`src/rtl/reg_write_arbiter.sv`:
```
// Round-robin arbiter that lets NREQ requesters share one N-bit register write port.
// Each grant is a single registered cycle; the winner is masked for the following cycle.
module reg_write_arbiter #(
  parameter int N    = 32,
  parameter int NREQ = 4,
  localparam int IW  = $clog2(NREQ)
) (
  input  logic              clk,
  input  logic              rst,
  input  logic [NREQ-1:0]   req,
  input  logic [NREQ*N-1:0] wdata,
  input  logic              stall,
  output logic [NREQ-1:0]   gnt,
  output logic              reg_en,
  output logic [N-1:0]      reg_in,
  output logic [IW-1:0]     owner,
  output logic              owner_vld
);

  typedef enum logic {
    IDLE  = 1'b0,
    GRANT = 1'b1
  } state_t;

  state_t            state_q, state_d;
  logic [NREQ-1:0]   gnt_q, gnt_d;
  logic              regEn_q, regEn_d;
  logic [N-1:0]      regIn_q, regIn_d;
  logic [IW-1:0]     owner_q, owner_d;
  logic              ownerVld_q, ownerVld_d;
  logic [IW-1:0]     ptr_q, ptr_d;

  logic [NREQ-1:0]   mask;
  logic [NREQ-1:0]   elig;
  logic              found;
  logic [IW-1:0]     win;
  logic [IW:0]       scanSum;
  logic [IW-1:0]     scanIdx;

  // Every output and the round-robin pointer are registered; reset clears them immediately.
  always_ff @(posedge clk or posedge rst) begin
    if (rst) begin
      state_q    <= IDLE;
      gnt_q      <= '0;
      regEn_q    <= 1'b0;
      regIn_q    <= '0;
      owner_q    <= '0;
      ownerVld_q <= 1'b0;
      ptr_q      <= '0;
    end else begin
      state_q    <= state_d;
      gnt_q      <= gnt_d;
      regEn_q    <= regEn_d;
      regIn_q    <= regIn_d;
      owner_q    <= owner_d;
      ownerVld_q <= ownerVld_d;
      ptr_q      <= ptr_d;
    end
  end

  // Scan eligible requesters starting at the pointer, wrapping at NREQ-1, and pick the first hit.
  always_comb begin
    mask    = (state_q == GRANT) ? gnt_q : '0;
    elig    = req & ~mask;
    found   = 1'b0;
    win     = '0;
    scanSum = '0;
    scanIdx = '0;
    for (int i = 0; i < NREQ; i++) begin
      scanSum = {1'b0, ptr_q} + (IW+1)'(i);
      if (scanSum >= (IW+1)'(NREQ)) begin
        scanSum = scanSum - (IW+1)'(NREQ);
      end
      scanIdx = scanSum[IW-1:0];
      if (!found && elig[scanIdx]) begin
        found = 1'b1;
        win   = scanIdx;
      end
    end
  end

  // Stall or no eligible request parks the FSM in IDLE; reg_in and owner keep their last values.
  always_comb begin
    state_d    = IDLE;
    gnt_d      = '0;
    regEn_d    = 1'b0;
    regIn_d    = regIn_q;
    owner_d    = owner_q;
    ownerVld_d = ownerVld_q;
    ptr_d      = ptr_q;
    if (!stall && found) begin
      state_d      = GRANT;
      gnt_d[win]   = 1'b1;
      regEn_d      = 1'b1;
      regIn_d      = wdata[int'(win)*N +: N];
      owner_d      = win;
      ownerVld_d   = 1'b1;
      ptr_d        = (win == IW'(NREQ-1)) ? '0 : win + IW'(1);
    end
  end

  assign gnt       = gnt_q;
  assign reg_en    = regEn_q;
  assign reg_in    = regIn_q;
  assign owner     = owner_q;
  assign owner_vld = ownerVld_q;

endmodule

```
`config.mk`:
```
export PLATFORM = sky130hd
export DESIGN_NAME = reg_write_arbiter
export DESIGN_NICKNAME = d
export VERILOG_FILES = /design/src/rtl/reg_write_arbiter.sv
export SDC_FILE = /design/constraint.sdc
export NUM_CORES = 1
export LEC_CHECK = 0
export BUFFER_PORTS_ARGS = -buffer_cell sky130_fd_sc_hd__buf_4
export CAP_MARGIN = 10
export CORE_MARGIN = 8
export CORE_UTILIZATION = 42
export CTS_BUF_LIST = sky130_fd_sc_hd__clkbuf_8
export DETAILED_ROUTE_END_ITERATION = 10
export GPL_ROUTABILITY_DRIVEN = 0
export GPL_TIMING_DRIVEN = 0
export PLACE_DENSITY = 0.89
export SYNTH_ARGS = -nofsm -noshare
export SYNTH_HDL_FRONTEND = slang
export SYNTH_SLANG_ARGS = --single-unit
```
`constraint.sdc`:
```
create_clock -name clk -period 2.3 [get_ports clk]
set_clock_uncertainty 0.15 [all_clocks]
set_input_delay 0.115 -clock clk [delete_from_list [all_inputs] [get_ports clk]]
set_output_delay 0.115 -clock clk [all_outputs]
set_load 0.01 [all_outputs]
```
==> results.md, run 1 <==
* Leakage power summed over all cells at 2.198 nW
* Met3 global-route usage at 0.09046
* Met2 routing resource usage after global routing at 0.4160
* Wire length of the first global-routing pass at 15680 µm
* Part of the total power dissipated in the clock network at 0.125
* Std-Cell Core Area at 5540 µm²
* Most prevalent standard cell on the critical path: sky130_fd_sc_hd__buf_6
* Effective utilization at floorplan at 0.4397
* Status: completed
* Final number of hold-violating endpoints at 0
* Fraction of the cycle the final worst path needs at 0.9724
* Total Routed Length at 10290 µm
* Initial antenna violation count at 1
* Net count reported at finish at 576
* Unique cell type count in the Yosys netlist at 27
* Post-synthesis cell type with the largest combined area: sky130_fd_sc_hd__dfrtp_1
* Maximum buffer depth of the clock tree at 2
* Chip Width at 92.16 µm
* Endpoints failing setup at 0
* Top-level port count at 175
* Sum Neg Setup Slack at 0 ns
* Maximum achievable frequency at 447.1 MHz
* Ratio of cells with drive above 1 in the final layout at 0.4774
* Clock slew at the register clock pins of the worst setup and hold paths at 0.08 ns
* Shortest period the worst path allows at 2.237 ns
* Final routed DRC violation total at 0
* Maximum cell stage delay along the critical path at 0.46 ns
* Clock Latency Late Sink at 0.29 ns
* Routed wire length per instance at 19.99 µm
* Critical path class: flip-flop to flip-flop
* Final antenna-violating net count at 0
* Vias at 2855
* Count of routing violations after the opening detailed-route iteration at 94
* HPWL after detailed placement at 7560 µm
* FF+latch count, synth at 42
* CP Buf/Inv Count at 3
* Number of standard-cell rows in the floorplan at 27
* Share of the synthesized area in the top cell type at 0.4314
* Slowest cell on the critical path: sky130_fd_sc_hd__dfrtp_2
* Overall global routing resource usage at 0.2314
* Total iterations of the first detailed-routing run at 7
* Post-DR vias/cell at 5.544
* Pin count of the biggest net entering global routing at 43
* Logic gate share of total power at 0.566
* VDD IR-drop max at 421.7 µV
* Type of origin of the critical path: flip-flop
* Number of warnings reported in the yosys synthesis log at 0
* Cell family with most CP delay: compound AO/OA/AOI/OAI gates
* Average cell area after synthesis at 10.78 µm²
* Post-route total power at 3.984 mW
* Sequential share of power at 0.309
* Transition time at the pin with the least slew margin at 0.8649 ns
* Cell types with the largest area share after synthesis: sky130_fd_sc_hd__dfrtp_1 43%, sky130_fd_sc_hd__mux2i_1 27%, sky130_fd_sc_hd__o221ai_1 12%
* Layer with the highest usage after global routing: met2
* H-tree lvl count at 2
* Floorplan die area at 8493 µm²
* TritonCTS clock tree: done
* Tightest Hold Check Type: primary input to flip-flop
* Net Sw Frac at 0.3798
* Number of buffers created by CTS at 5
* Port Buffers at 174
* Pins over their slew limit at 0
* Cells along the critical path: a21bo_1 -> a21o_1 -> a211oi_4 -> buf_6 -> buf_6 -> buf_6 -> mux2i_2 -> o221ai_1
* Vertical extent of the die at 92.16 µm
* Number of standard cells after synthesis at 226
* Gr ovfl total at 0
* Kind of end point of the critical path: flip-flop
* GRT met1 Usage at 0.2336
* Clock root buffer master: sky130_fd_sc_hd__clkbuf_8
* Sequential element share of the synthesized area at 0.4314
* Internal power at 2.470 mW
* Vias in the first global route at 3074
* Worst relative slew slack at 0.4226
* TritonCTS Sinks at 42
* Req. time, crit path at 2.31 ns
* Data arrival time of the worst path at 2.25 ns
* Synthesized area at 2436 µm²
* Net load switching power at 1.513 mW
* End-of-flow core utilization at 0.7778
* Area growth from synthesis to layout at 76.89%
* Power per cell area at 924.4 nW/µm²
* Net count of the mapped netlist at 361
* Worst-path maximum fanout at 10
* Max-Cap Viols at 0
==> tightest hold or removal path, stage by stage <==
cell and delay (ns):
sky130_fd_sc_hd__buf_4 0.08, sky130_fd_sc_hd__mux2i_1 0.06, sky130_fd_sc_hd__o221ai_1 0.16
==> power groups by stage <==
stage,registers (mW),clock network (mW),logic [mW]
after floorplan,1.35,0,1.06
after global placement,1.21,0,2.08
after detailed placement,1.24,0,2.11
after CTS,1.22,0.504,2.19
after global routing,1.27,0.541,2.42
final,1.23,0.497,2.25
==> layer usage <==
| metal | part of all wire | routed length [µm] |
|---|---|---|
| met5 | 0 | 0 |
| met3 | 0.088 | 903 |
| met2 | 0.52 | 5306 |
| met4 | 0.038 | 395 |
| met1 | 0.36 | 3688 |
==> cell usage after synthesis <==
cell and count:
sky130_fd_sc_hd__buf_1 3, sky130_fd_sc_hd__xnor2_1 1, sky130_fd_sc_hd__clkbuf_1 7, sky130_fd_sc_hd__inv_2 1, sky130_fd_sc_hd__inv_1 3, sky130_fd_sc_hd__nor3_1 3
sky130_fd_sc_hd__a31o_2 1, sky130_fd_sc_hd__a21bo_1 2, sky130_fd_sc_hd__o221a_2 2, sky130_fd_sc_hd__a21boi_0 1, sky130_fd_sc_hd__nor2_1 3, sky130_fd_sc_hd__a21o_1 1
sky130_fd_sc_hd__a21oi_1 1, sky130_fd_sc_hd__a211oi_4 1, sky130_fd_sc_hd__o221ai_1 33, sky130_fd_sc_hd__o21a_1 1, sky130_fd_sc_hd__o21ai_1 2, sky130_fd_sc_hd__buf_4 1
sky130_fd_sc_hd__mux2i_1 65, sky130_fd_sc_hd__a21bo_2 1, sky130_fd_sc_hd__nand3_1 1, sky130_fd_sc_hd__buf_2 3, sky130_fd_sc_hd__a21boi_1 2, sky130_fd_sc_hd__nand2_1 40
sky130_fd_sc_hd__buf_6 3, sky130_fd_sc_hd__dfrtp_1 42, sky130_fd_sc_hd__nand2b_1 2
==> sequential cells by signal, summed over array words and instances, names as in the netlist <==
name       cells
gnt            4
reg_en         1
reg_in        32
ptr_q          2
owner          2
owner_vld      1
==> kinds of logic after synthesis <==
kind of cell	count (synthesis)	synth area share
flops	42	0.4314
buf+inv	21	0.04468
simple gates	49	0.07960
compound gates	48	0.1736
xor+xnor	1	0.003596
mux	65	0.2671
==> through the flow <==
| step | setup slack, ns | instance area [µm²] | hold WS (ns) | std cells |
|---|---|---|---|---|
| after floorplan | 0.2040 | 2436 | 0.1741 | 226 |
| after global placement | -0.05250 | 3832 | 0.2808 | 472 |
| after detailed placement | -0.07702 | 3832 | 0.1981 | 472 |
| after CTS | 0.002903 | 4218 | 0.0001071 | 509 |
| after global routing | -0.01617 | 4309 | 0.0009463 | 515 |
| final | 0.06337 | 4309 | 0.0009630 | 515 |
==> cells in the final DEF, fill, tap and decap left out, types with 3 or more instances in the layout <==
master,netlist,layout
sky130_fd_sc_hd__buf_4,1,177
sky130_fd_sc_hd__mux2i_1,65,63
sky130_fd_sc_hd__dfrtp_1,42,41
sky130_fd_sc_hd__nand2_1,40,40
sky130_fd_sc_hd__o221ai_1,33,33
sky130_fd_sc_hd__dlygate4sd3_1,0,30
sky130_fd_sc_hd__buf_6,3,6
sky130_fd_sc_hd__clkbuf_8,0,6
sky130_fd_sc_hd__clkbuf_2,0,4
sky130_fd_sc_hd__nor2_1,3,3
sky130_fd_sc_hd__clkbuf_1,7,3
sky130_fd_sc_hd__buf_2,3,3
==> final timing paths <==
path | cells past startpoint | slack (ns) | startpoint | end
max | 8 | 0.06 | reg_en$_DFF_PP0_ | reg_in[11]$_DFFE_PP0P_
min | 3 | 0.001 | wdata[29] | reg_in[29]$_DFFE_PP0P_
max reg2reg | 8 | 0.06 | reg_en$_DFF_PP0_ | reg_in[11]$_DFFE_PP0P_
min reg2reg | 1 | 0.34 | owner_vld$_DFFE_PP0P_ | owner_vld$_DFFE_PP0P_
max in group asynchronous | 3 | 0.98 | rst | reg_en$_DFF_PP0_
min in group asynchronous | 3 | 0.42 | rst | reg_in[6]$_DFFE_PP0P_
==> timing repair <==
item                       CTS  global route
buffers inserted             2             2
gates resized for setup      2            24
pin swaps                    1             1
hold endpoints to repair    54             2
hold buffers                27             3
setup endpoints to repair   22            38
==> layout make-up <==
class | instances | area (µm²)
multi-input cells | 163 | 1289
plain buffers | 17 | 121.4
flip-flops and latches | 42 | 1052
well taps | 72 | 90.09
fillers | 382 | 1231
diodes | 1 | 2.502
inverters | 4 | 15.01
clock buffers | 6 | 82.58
repair buffers | 208 | 1644
clock inverters | 2 | 12.51
Note: power is estimated with default switching activity, not from simulation.
==> run 2, diff against run 1 <==
- CORE_MARGIN: 8 -> not set
- SETUP_SLACK_MARGIN: not set -> 0.4
==> results.md, run 2 (synthesized netlist as in run 1, its figures left out) <==
* Routed wire length per instance at 21.23 µm
* TritonCTS clock tree: done
* Pins over their slew limit at 0
* Leakage power summed over all cells at 2.410 nW
* Post-DR vias/cell at 5.745
* Gr ovfl total at 0
* Power per cell area at 963.8 nW/µm²
* Flip-flop count of the largest register, all copies and words added at 32
* Maximum cell stage delay along the critical path at 0.45 ns
* Number of standard-cell rows in the floorplan at 27
* Pin count of the biggest net entering global routing at 43
* Final number of hold-violating endpoints at 1
* Clock root buffer master: sky130_fd_sc_hd__clkbuf_8
* Fill cell total of the finished layout at 250
* Most prevalent standard cell on the critical path: sky130_fd_sc_hd__buf_6
* VDD IR-drop max at 597.2 µV
* Inst Count DP at 472
* Req. time, crit path at 2.32 ns
* Shortest period the worst path allows at 2.212 ns
* Worst-path maximum fanout at 5
* Floorplan die area at 6109 µm²
* Post-layout instance area at 4886 µm²
* Maximum buffer depth of the clock tree at 2
* Cell family with most CP delay: compound AO/OA/AOI/OAI gates
* Overall global routing resource usage at 0.3248
* Vias in the first global route at 3201
* Pre-CTS setup slack at -0.01032 ns
* Initial antenna violation count at 0
* Wire length of the first global-routing pass at 15100 µm
* Final routed DRC violation total at 0
* Endpoints failing setup at 0
* Kind of end point of the critical path: flip-flop
* End-of-flow core utilization at 0.8819
* Area growth from synthesis to layout at 100.6%
* Post-route total power at 4.709 mW
* Maximum achievable frequency at 452.1 MHz
* TritonCTS Sinks at 42
* Worst reg-to-reg setup slack at 0.09 ns
* Violated checks: negative hold slack
* Commonest non-fill, non-tap cell in the layout: sky130_fd_sc_hd__buf_4
* Vias at 3131
* Slowest cell on the critical path: sky130_fd_sc_hd__dfrtp_2
* Max-Cap Viols at 0
* Std-Cell Core Area at 5540 µm²
* CP Buf/Inv Count at 3
* Cells along the critical path: a21bo_1 -> a21o_1 -> a211oi_4 -> buf_6 -> buf_6 -> buf_12 -> mux2i_1 -> o221ai_1
* Multi-input combinational cell area at 1436 µm²
* Commonest cells after routing, fill and taps aside: 185 x sky130_fd_sc_hd__buf_4, 53 x sky130_fd_sc_hd__mux2i_1, 48 x sky130_fd_sc_hd__dlygate4sd3_1, 41 x sky130_fd_sc_hd__dfrtp_1, 37 x sky130_fd_sc_hd__nand2_1
* Final antenna-violating net count at 0
* Vertical extent of the die at 78.16 µm
* Port Buffers at 174
* Data arrival time of the worst path at 2.23 ns
* Type of origin of the critical path: flip-flop
* Number of antenna cells inserted at 0
* Minimum setup slack in the final design at 0.08829 ns
* Unrepaired setup endpoints after global routing: true
* Status: complete, but fails checks
* Post-placement cell area at 3841 µm²
* Chip Width at 78.16 µm
* Total Routed Length at 11570 µm
* Min Hold Slack at -0.02201 ns
* Clock slew at the register clock pins of the worst setup and hold paths at 0.09 ns
* Net count reported at finish at 607
* Fraction of the cycle the final worst path needs at 0.9616
* Ratio of cells with drive above 1 in the final layout at 0.5243
* Final non-filler cell total at 545
* Number of buffers created by CTS at 5
* Area of all sequential standard cells at 1052 µm²
* Sum Neg Setup Slack at 0 ns
* Effective utilization at floorplan at 0.4397
* Count of routing violations after the opening detailed-route iteration at 176
* H-tree lvl count at 2
* Total iterations of the first detailed-routing run at 4
* Transition time at the pin with the least slew margin at 0.8596 ns
* Tightest Hold Check Type: primary input to flip-flop
* Critical path class: flip-flop to flip-flop
* Worst relative slew slack at 0.4261
* HPWL after detailed placement at 6084 µm
* Top-level port count at 175
* Clock Latency Late Sink at 0.28 ns
==> run 2: changes by cell type in the layout (fill, tap and decap cells not counted), sizes merged <==
cell and change:
buf +13, diode -1, dlygate4sd3 +18
==> run 2: layer usage <==
metal  share of wire  GRT usage  vias up  wire length (µm)
li1                -          -     1354                 -
met1            0.35     0.3336     1508              4017
met3           0.079    0.07791       49               919
met4           0.044     0.1778        0               507
met2            0.53     0.6018      220              6128
met5               0          0        -                 0
==> run 2: worst register-to-register path: stages, from the launching register on <==
cell and delay, ns:
sky130_fd_sc_hd__dfrtp_2 0.45, sky130_fd_sc_hd__a21bo_1 0.24, sky130_fd_sc_hd__a21o_1 0.20, sky130_fd_sc_hd__a211oi_4 0.21, sky130_fd_sc_hd__buf_6 0.16, sky130_fd_sc_hd__buf_6 0.13
sky130_fd_sc_hd__buf_12 0.13, sky130_fd_sc_hd__mux2i_1 0.28, sky130_fd_sc_hd__o221ai_1 0.15
==> run 2: layout make-up <==
class	instances	share of cell area
timing repair buffer	239	0.4092
multi-input combinational	163	0.2940
sequential	42	0.2154
buffer	17	0.03995
tap	72	0.01844
clock buffer	6	0.01690
inverter	4	0.003585
clock inverter	2	0.002561
==> run 2: worst paths after layout <==
kind,from,endpoint,cells past startpoint
setup / recovery,reg_en$_DFF_PP0_,reg_in[29]$_DFFE_PP0P_,8
hold / removal,wdata[124],reg_in[28]$_DFFE_PP0P_,3
setup reg to reg,reg_en$_DFF_PP0_,reg_in[29]$_DFFE_PP0P_,8
hold reg to reg,owner_vld$_DFFE_PP0P_,owner_vld$_DFFE_PP0P_,1
max in group asynchronous,rst,reg_en$_DFF_PP0_,3
min in group asynchronous,rst,reg_in[2]$_DFFE_PP0P_,3
==> run 2: timing repair <==
item	in CTS	in global routing
cloned	2	2
hold endpoints to repair	63	1
setup endpoints to repair	40	40
resized for setup	46	30
buffers inserted	13	0
pin swaps	10	10
hold buffers	45	3
==> run 2: power breakdown <==
group	switching (mW)	total, mW	leakage (nW)	internal, mW
Clock	0.255	0.497	0.0472	0.241
Combinational	1.33	2.96	1.85	1.63
Sequential	0.215	1.25	0.514	1.04
